--- src/rtl/mem_access_ctrl.sv ---
// Memory/IO access sequencer: turns one LC-3 request into a timed async-SRAM strobe
// sequence or a memory-mapped IO transfer, returning data on MDR_In and a ready pulse on R.
module mem_access_ctrl #(
  parameter int          ADDR_W      = 20,
  parameter int          WAIT_CYCLES = 2,
  parameter logic [15:0] IO_ADDR     = 16'hFFFF
) (
  input  logic              Clk,
  input  logic              Reset,
  input  logic              MEM_REQ,
  input  logic              MEM_WE,
  input  logic [15:0]       MAR,
  input  logic [15:0]       MDR,
  input  logic [15:0]       S,
  input  logic [15:0]       SRAM_RDATA,
  output logic [15:0]       MDR_In,
  output logic              R,
  output logic              BUSY,
  output logic [ADDR_W-1:0] SRAM_ADDR,
  output logic [15:0]       SRAM_WDATA,
  output logic              SRAM_CE_N,
  output logic              SRAM_OE_N,
  output logic              SRAM_WE_N,
  output logic              SRAM_UB_N,
  output logic              SRAM_LB_N,
  output logic [15:0]       HEX_DATA
);

  typedef enum logic [1:0] {
    ST_IDLE,
    ST_SETUP,
    ST_WAIT,
    ST_DONE
  } state_e;

  localparam logic [3:0] CNT_INIT = 4'(WAIT_CYCLES - 1);

  state_e              state_q;
  logic                armed_q;
  logic                we_q;
  logic [3:0]          cnt_q;
  logic [15:0]         mdr_in_q;
  logic [15:0]         hex_q;
  logic [15:0]         wdata_q;
  logic [ADDR_W-1:0]   addr_q;
  logic [ADDR_W-1:0]   addr_d;
  logic                r_q;
  logic                ce_n_q;
  logic                oe_n_q;
  logic                we_n_q;
  logic                byte_n_q;

  assign addr_d = ADDR_W'(MAR);

  // NOTE: all state is updated with non-blocking assignments so every register samples
  // pre-edge values; the reset branch is asynchronous and clears every register.
  always_ff @(posedge Clk or posedge Reset) begin
    if (Reset) begin
      state_q  <= ST_IDLE;
      armed_q  <= 1'b1;
      we_q     <= 1'b0;
      cnt_q    <= '0;
      mdr_in_q <= '0;
      hex_q    <= '0;
      wdata_q  <= '0;
      addr_q   <= '0;
      r_q      <= 1'b0;
      ce_n_q   <= 1'b1;
      oe_n_q   <= 1'b1;
      we_n_q   <= 1'b1;
      byte_n_q <= 1'b1;
    end else begin
      // Re-arm whenever the request is seen low, so one access per high period.
      if (!MEM_REQ) armed_q <= 1'b1;

      case (state_q)
        ST_IDLE: begin
          if (MEM_REQ && armed_q) begin
            armed_q <= 1'b0;
            we_q    <= MEM_WE;
            if (MAR == IO_ADDR) begin
              state_q <= ST_DONE;
              r_q     <= 1'b1;
              if (MEM_WE) hex_q    <= MDR;
              else        mdr_in_q <= S;
            end else begin
              state_q  <= ST_SETUP;
              addr_q   <= addr_d;
              wdata_q  <= MDR;
              ce_n_q   <= 1'b0;
              byte_n_q <= 1'b0;
              oe_n_q   <= MEM_WE;
            end
          end
        end

        ST_SETUP: begin
          state_q <= ST_WAIT;
          cnt_q   <= CNT_INIT;
          we_n_q  <= ~we_q;
        end

        ST_WAIT: begin
          if (cnt_q == 4'd0) begin
            state_q  <= ST_DONE;
            r_q      <= 1'b1;
            ce_n_q   <= 1'b1;
            oe_n_q   <= 1'b1;
            we_n_q   <= 1'b1;
            byte_n_q <= 1'b1;
            if (!we_q) mdr_in_q <= SRAM_RDATA;
          end else begin
            cnt_q <= cnt_q - 4'd1;
          end
        end

        ST_DONE: begin
          state_q <= ST_IDLE;
          r_q     <= 1'b0;
        end

        default: state_q <= ST_IDLE;
      endcase
    end
  end

  assign MDR_In     = mdr_in_q;
  assign R          = r_q;
  assign BUSY       = (state_q != ST_IDLE);
  assign SRAM_ADDR  = addr_q;
  assign SRAM_WDATA = wdata_q;
  assign SRAM_CE_N  = ce_n_q;
  assign SRAM_OE_N  = oe_n_q;
  assign SRAM_WE_N  = we_n_q;
  assign SRAM_UB_N  = byte_n_q;
  assign SRAM_LB_N  = byte_n_q;
  assign HEX_DATA   = hex_q;

endmodule

--- config.mk ---
export PLATFORM = sky130hd
export DESIGN_NAME = mem_access_ctrl
export DESIGN_NICKNAME = d
export VERILOG_FILES = /design/src/rtl/mem_access_ctrl.sv
export SDC_FILE = /design/constraint.sdc
export NUM_CORES = 1
export LEC_CHECK = 0
export BUFFER_PORTS_ARGS = -buffer_cell sky130_fd_sc_hd__buf_2
export CORE_MARGIN = 2
export CORE_UTILIZATION = 53
export CTS_CLUSTER_DIAMETER = 60
export DETAILED_ROUTE_END_ITERATION = 12
export PLACE_DENSITY = 0.93
export REMOVE_ABC_BUFFERS = 1
export SETUP_SLACK_MARGIN = 0.5
export SLEW_MARGIN = 15
export SYNTH_ARGS = -nofsm -noshare
export SYNTH_HDL_FRONTEND = slang
export SYNTH_SLANG_ARGS = --single-unit
--- constraint.sdc ---
create_clock -name Clk -period 4.2 [get_ports Clk]
set_input_delay 0.21 -clock Clk [delete_from_list [all_inputs] [get_ports Clk]]
set_output_delay 0.21 -clock Clk [all_outputs]
set_load 0.03 [all_outputs]
## Word-level counts from Yosys, hierarchy flattened

Index checks and enable logic that the tools add are counted.

- Memories kept: 0
- RAM bits: 0
- Output and inout bits: 75
- Latch bits: 0
- Word-level logic and storage cells: 68
- Bits in read-only memories: 0
- Bits in registers: 76

- $add $sub $neg: 1
- Multiplexer cells: 26
- Multipliers: 0
- Div/mod/pow operators: 0
- Equality and inequality tests: 11
- Bitwise gates (word level): 2
- Order comparisons: 0
- Reductions and logical operators: 16
- Shift-type cells: 0

Operator list:

| cell | number |
|---|---|
| 16-bit 2-to-1 mux | 5 |
| 16-bit case mux with 2 select lines | 1 |
| 16-bit equality test (second input constant) | 1 |
| 2-bit inequality test (second input constant) | 7 |
| 4-bit AND reduction | 3 |
| 1-bit 2-to-1 mux | 10 |
| 2-bit case mux with 4 select lines | 1 |
| 4-bit case mux with 2 select lines | 1 |
| 2-bit AND reduction | 4 |
| 2-bit 2-to-1 mux | 3 |
| 1-bit case mux with 2 select lines | 3 |
| 6-bit AND reduction | 1 |
| 2-bit nonzero test | 3 |
| 2-bit equality test (second input constant) | 2 |
| 4-bit zero test | 1 |
| 4-bit 2-to-1 mux | 1 |
| 4-bit by 1-bit subtractor with 4-bit output (second input constant) | 1 |
| 1-bit case mux with 3 select lines | 1 |
| 3-bit AND reduction | 1 |
| 3-bit nonzero test | 1 |
| 2-bit by 1-bit equality test with 1-bit output (second input constant) | 1 |
| 2-bit zero test | 1 |
| 1-bit NOT | 2 |
| 1-bit logical AND | 1 |

## Depth between registers and ports, before layout

- Depth in word-level cells: 4
- Mapped depth: 8
- Mapped depth without buffers: 6

## Worst setup path after synthesis

Ideal clock, no wire load.

- Kind: reg-to-reg
- Start: reg state_q[0]
- End: reg mdr_in_q[10], in the netlist MDR_In[10]
- Path slack: 2.116 ns
- Clock period less this slack: 2.084 ns
- Buffers on the path: 2
- Arrival: 1.959 ns
- Stages on the path, launching flop included: 7
- Setup time: 0.125 ns
- Cell sequence: dfrtp_1 > inv_1 > ha_1 > clkbuf_1 > buf_1 > mux2_2 > mux2_4

- Longest elaborated chain between the ends: 3
- Elaborated cells between the ends (all ways): 10

Ends and longest elaborated chain:

| what | line | source |
|---|---|---|
| from (decl) | 38 | `state_e state_q;` |
| from (signal assigned) | 59 | `state_q <= ST_IDLE;` |
| from (signal assigned) | 82 | `state_q <= ST_DONE;` |
| from (signal assigned) | 87 | `state_q <= ST_SETUP;` |
| 2-bit equality test / 2-bit zero test (equally long branches) | 76 | `case (state_q)` |
| 2-bit inequality test (no source line) / 2-bit nonzero test (equally long branches) | - |  |
| 6-bit AND reduction (no source line) | - |  |
| to (signal assigned) | 63 | `mdr_in_q <= '0;` |
| to (signal assigned) | 85 | `else mdr_in_q <= S;` |
| to (signal assigned) | 111 | `if (!we_q) mdr_in_q <= SRAM_RDATA;` |
| to (decl) | 42 | `logic [15:0] mdr_in_q;` |

Several ways; a longest one is shown, not always the timed one.
A chain may end at the register's enable or synchronous reset.

## Worst setup path in the final report

- Start: reg cnt_q[0]
- End: reg mdr_in_q[13], in the netlist MDR_In[13]

- Longest elaborated chain between the ends: 3

Ends and longest elaborated chain:

| what | line | source |
|---|---|---|
| from (decl) | 41 | `logic [3:0] cnt_q;` |
| from (signal assigned) | 113 | `cnt_q <= cnt_q - 4'd1;` |
| 4-bit zero test | 104 | `if (cnt_q == 4'd0) begin` |
| 2-bit inequality test (no source line) | - |  |
| 6-bit AND reduction (no source line) | - |  |

Every way passes these cells.

==> report_table.html <==
<table>
<tr><th>Metric</th><th>Value</th></tr>
<tr><th colspan="2">Run status</th></tr>
<tr><td>Status</td><td>finished, final reports clean</td></tr>
<tr><th colspan="2">Synth</th></tr>
<tr><td>Gate Count Post-Synth</td><td>246</td></tr>
<tr><td>Post-synth top flop</td><td>dfrtp_1</td></tr>
<tr><td>Fraction of synthesized cell area taken by the top area cell type</td><td>49.28%</td></tr>
<tr><td>Number of synthesis warnings</td><td>0</td></tr>
<tr><td>Synth area leader</td><td>dfrtp_1</td></tr>
<tr><td>Most area-consuming cells after synthesis</td><td>dfrtp_1 49%, mux2_4 19%, mux2_2 10%</td></tr>
<tr><td>Mapped cell area</td><td>3656 um2</td></tr>
<tr><td>Sequential share of the synthesized area</td><td>52.16%</td></tr>
<tr><td>Synth Register Bits</td><td>76</td></tr>
<tr><td>Number of unique standard cell types used by synthesis</td><td>39</td></tr>
<tr><td>Number of synthesized flops with an enable pin</td><td>0</td></tr>
<tr><td>Async S/R FF share, synth</td><td>100.0%</td></tr>
<tr><td>Mean instance size in the synthesized netlist</td><td>14.86 um2</td></tr>
<tr><th colspan="2">STA</th></tr>
<tr><td>Setup TNS</td><td>0 ns</td></tr>
<tr><td>Number of endpoints with negative hold slack in the final report</td><td>0</td></tr>
<tr><td>Hold WS</td><td>0.04208 ns</td></tr>
<tr><td>Final setup violation count</td><td>0</td></tr>
<tr><td>Worst max-slew margin expressed relative to the limit</td><td>39.33%</td></tr>
<tr><td>Setup repair after global routing missed its margin</td><td>false</td></tr>
<tr><td>Period utilisation layout</td><td>53.65%</td></tr>
<tr><td>Least-Margin Pin Slew</td><td>0.9087 ns</td></tr>
<tr><td>Setup skew after layout</td><td>0.01307 ns</td></tr>
<tr><td>Post-layout minimum cycle time</td><td>2.253 ns</td></tr>
<tr><td>Fmax achieved</td><td>0.4438 GHz</td></tr>
<tr><td>Final slew viol count</td><td>0</td></tr>
<tr><th colspan="2">Final layout</th></tr>
<tr><td>Number of nets in the finished design</td><td>459</td></tr>
<tr><td>Layout fillers</td><td>488</td></tr>
<tr><td>Post-synthesis to final-layout area growth</td><td>22.45%</td></tr>
<tr><td>Fraction of layout instances using a drive strength above 1</td><td>62.98%</td></tr>
<tr><td>Count of inserted antenna diode cells</td><td>0</td></tr>
<tr><th colspan="2">Die</th></tr>
<tr><td>Ports</td><td>143</td></tr>
<tr><td>Initial cell density of the core</td><td>54.41%</td></tr>
<tr><td>Chip Height</td><td>87.06 um</td></tr>
<tr><td>Die extent in x</td><td>87.06 um</td></tr>
<tr><td>Die Footprint</td><td>7579 um2</td></tr>
<tr><td>Std-Cell Rows</td><td>30</td></tr>
<tr><td>Core region area</td><td>6719 um2</td></tr>
<tr><th colspan="2">CTS</th></tr>
<tr><td>Clock tree from TritonCTS</td><td>built</td></tr>
<tr><td>TritonCTS Buffers</td><td>9</td></tr>
<tr><td>Max Root-Sink Buffers</td><td>2</td></tr>
<tr><td>Clock insertion delay at the later pin of the skew report</td><td>0.36 ns</td></tr>
<tr><td>Depth of the CTS H-tree</td><td>3</td></tr>
<tr><td>Post_cts resized</td><td>0</td></tr>
<tr><td>Number of hold-repair buffers added at the cts stage</td><td>0</td></tr>
<tr><td>Sinks on the clock net</td><td>76</td></tr>
<tr><td>Post-CTS Repair Setup Buffers</td><td>0</td></tr>
<tr><td>Register clock-pin slew on the reported worst setup and hold paths</td><td>0.09 ns</td></tr>
<tr><td>Root buf cell</td><td>clkbuf_8</td></tr>
<tr><th colspan="2">Run</th></tr>
<tr><td>MaxCap Viol Count</td><td>0</td></tr>
<tr><th colspan="2">Critical path</th></tr>
<tr><td>Launching element type of the critical path</td><td>flop</td></tr>
<tr><td>Highest net fanout along the worst path</td><td>16</td></tr>
<tr><td>Critical path launch point</td><td>cnt_q[0]</td></tr>
<tr><td>Type of element capturing the critical path</td><td>flop</td></tr>
<tr><td>Arrival @ worst endpoint</td><td>2.50 ns</td></tr>
<tr><td>Worst reg2reg startpoint</td><td>cnt_q[0]</td></tr>
<tr><td>Critical setup path kind</td><td>reg -&gt; reg</td></tr>
<tr><td>CP required</td><td>4.45 ns</td></tr>
<tr><th colspan="2">Route</th></tr>
<tr><td>Ratio of routed vias to standard cells</td><td>5.217</td></tr>
<tr><td>Drt first pass iters</td><td>4</td></tr>
<tr><td>Final routed DRC violation total</td><td>0</td></tr>
<tr><td>Wirelength per Cell</td><td>16.25 um</td></tr>
<tr><td>Total number of vias</td><td>2447</td></tr>
<tr><td>Number of violations reported at the end of detailed-routing iteration 0</td><td>68</td></tr>
<tr><td>Final WL</td><td>7620 um</td></tr>
<tr><td>Post-DRT Antenna Nets</td><td>0</td></tr>
<tr><th colspan="2">Worst hold path</th></tr>
<tr><td>Hold crit path type</td><td>in -&gt; async</td></tr>
<tr><th colspan="2">Global routing</th></tr>
<tr><td>Total global-route track usage</td><td>20.29%</td></tr>
<tr><td>Initial antenna violation count</td><td>0</td></tr>
<tr><td>Via count of the first global-routing pass</td><td>2453</td></tr>
<tr><td>Wire length of the first global-routing pass</td><td>11700 um</td></tr>
<tr><td>Maximum number of pins on one net before global-route repair</td><td>45</td></tr>
<tr><td>Total gr overflow</td><td>0</td></tr>
<tr><th colspan="2">Pwr</th></tr>
<tr><td>Power density over the cells</td><td>804.2 nW/um2</td></tr>
<tr><td>P_leak</td><td>2.379 nW</td></tr>
<tr><td>Largest vdd supply drop</td><td>0.3799 mV</td></tr>
<tr><th colspan="2">Placement</th></tr>
<tr><td>Detailed placer's ending HPWL</td><td>5530 um</td></tr>
<tr><td>Port-buffer cells</td><td>138</td></tr>
<tr><td>Final Wtd Congestion</td><td>0.8449</td></tr>
</table>
[worst max-delay path: stages (launching register included)]
cell and delay (ns):
dfrtp_1 0.40, inv_1 0.10, ha_1 0.16, or3b_1 0.43, o21ai_1 0.19, nand3_2 0.40, mux2_4 0.45
[state kept, by name (all words and copies together) (netlist names)]
| register | count |
|---|---|
| HEX_DATA | 16 |
| cnt_q | 4 |
| R | 1 |
| SRAM_WDATA | 16 |
| armed_q | 1 |
| SRAM_WE_N | 1 |
| state_q | 2 |
| SRAM_OE_N | 1 |
| MDR_In | 16 |
| SRAM_ADDR | 16 |
| SRAM_LB_N | 1 |
| we_q | 1 |
[through the flow]
stage | power (mW) | utilization (%) | instance area (um2) | setup slack (ns) | instances
finish | 3.600 | 66.63 | 4477 | 1.947 | 469
global placement | 3.029 | 64.02 | 4302 | 2.052 | 453
floorplan | 2.604 | - | 3496 | 1.897 | 233
detailed placement | 3.101 | 64.02 | 4302 | 1.925 | 453
CTS | 3.619 | 66.63 | 4477 | 1.933 | 469
global route | 3.777 | 66.63 | 4477 | 1.778 | 469
[layer usage]
layer / routed length [um] / part of all wire (%) / global-route usage [%] / vias to the layer above
li1: - / - / - / 1139
met1: 3120 / 41 / 24.69 / 1207
met2: 3956 / 52 / 34.98 / 90
met3: 419 / 5.5 / 4.171 / 11
met4: 123 / 1.6 / 8.523 / 0
met5: 0 / 0 / 0 / -
[report_power, final]
group          switching [mW]  total (mW)  internal [mW]
Clock                   0.294       0.512          0.219
Sequential              0.185        1.23           1.04
Combinational            1.07        1.86          0.789
[Yosys cell counts (4+ instances only)]
master	n
ha_1	7
mux2_4	46
dfstp_2	4
nand2_1	5
nor2_1	6
dfrtp_1	72
buf_4	6
buf_12	5
nand4_1	6
a21oi_1	6
mux2_2	34
inv_1	9
o21ai_0	4
nand3_1	4
[cell families after synthesis]
group                      after synthesis  synth area share (%)
muxes                                   81                 29.64
DFF                                     76                 52.16
and+or+nand+nor                         33                 5.681
buffers and inverters                   25                 5.612
AOI/OAI and AO/OA                       22                 4.176
adders and majority gates                7                 2.396
other                                    1                0.1026
xor gates and xnor gates                 1                0.2396
[worst paths after layout]
path	cells past startpoint	end	slack, ns
max reg2reg	6	MDR_In[13]	1.95
min	2	HEX_DATA[11]	0.04
min reg2reg	1	SRAM_ADDR[15]	0.51
max	6	MDR_In[13]	1.95
max in group asynchronous	3	SRAM_ADDR[6]	3.20
min in group Clk	2	SRAM_WDATA[14]	0.08
[layout by cell type, fill, tap and decap left out, drive strengths merged, types with 2 or more instances in the layout]
master and count:
nor2 7, clkinvlp 4, dfstp 4, buf 140
nand3 5, o21ai 5, clkbuf 10, dfrtp 72
ha 7, nand4 6, inv 11, mux2 80
o22a 3, a21boi 2, a21oi 6, nor2b 3
nand2b 2, conb 4, nand2 5
[cell type report]
cell class	count	area [um2]	share of cell area (%)
sequential	76	1907	42.59
multi-input combinational	148	1555	34.74
timing repair buffer	140	705.7	15.76
clock buffer	10	127.6	2.851
tap	80	100.1	2.236
clock inverter	6	47.55	1.062
inverter	9	33.78	0.7546
(Power assumes the default switching activity.)
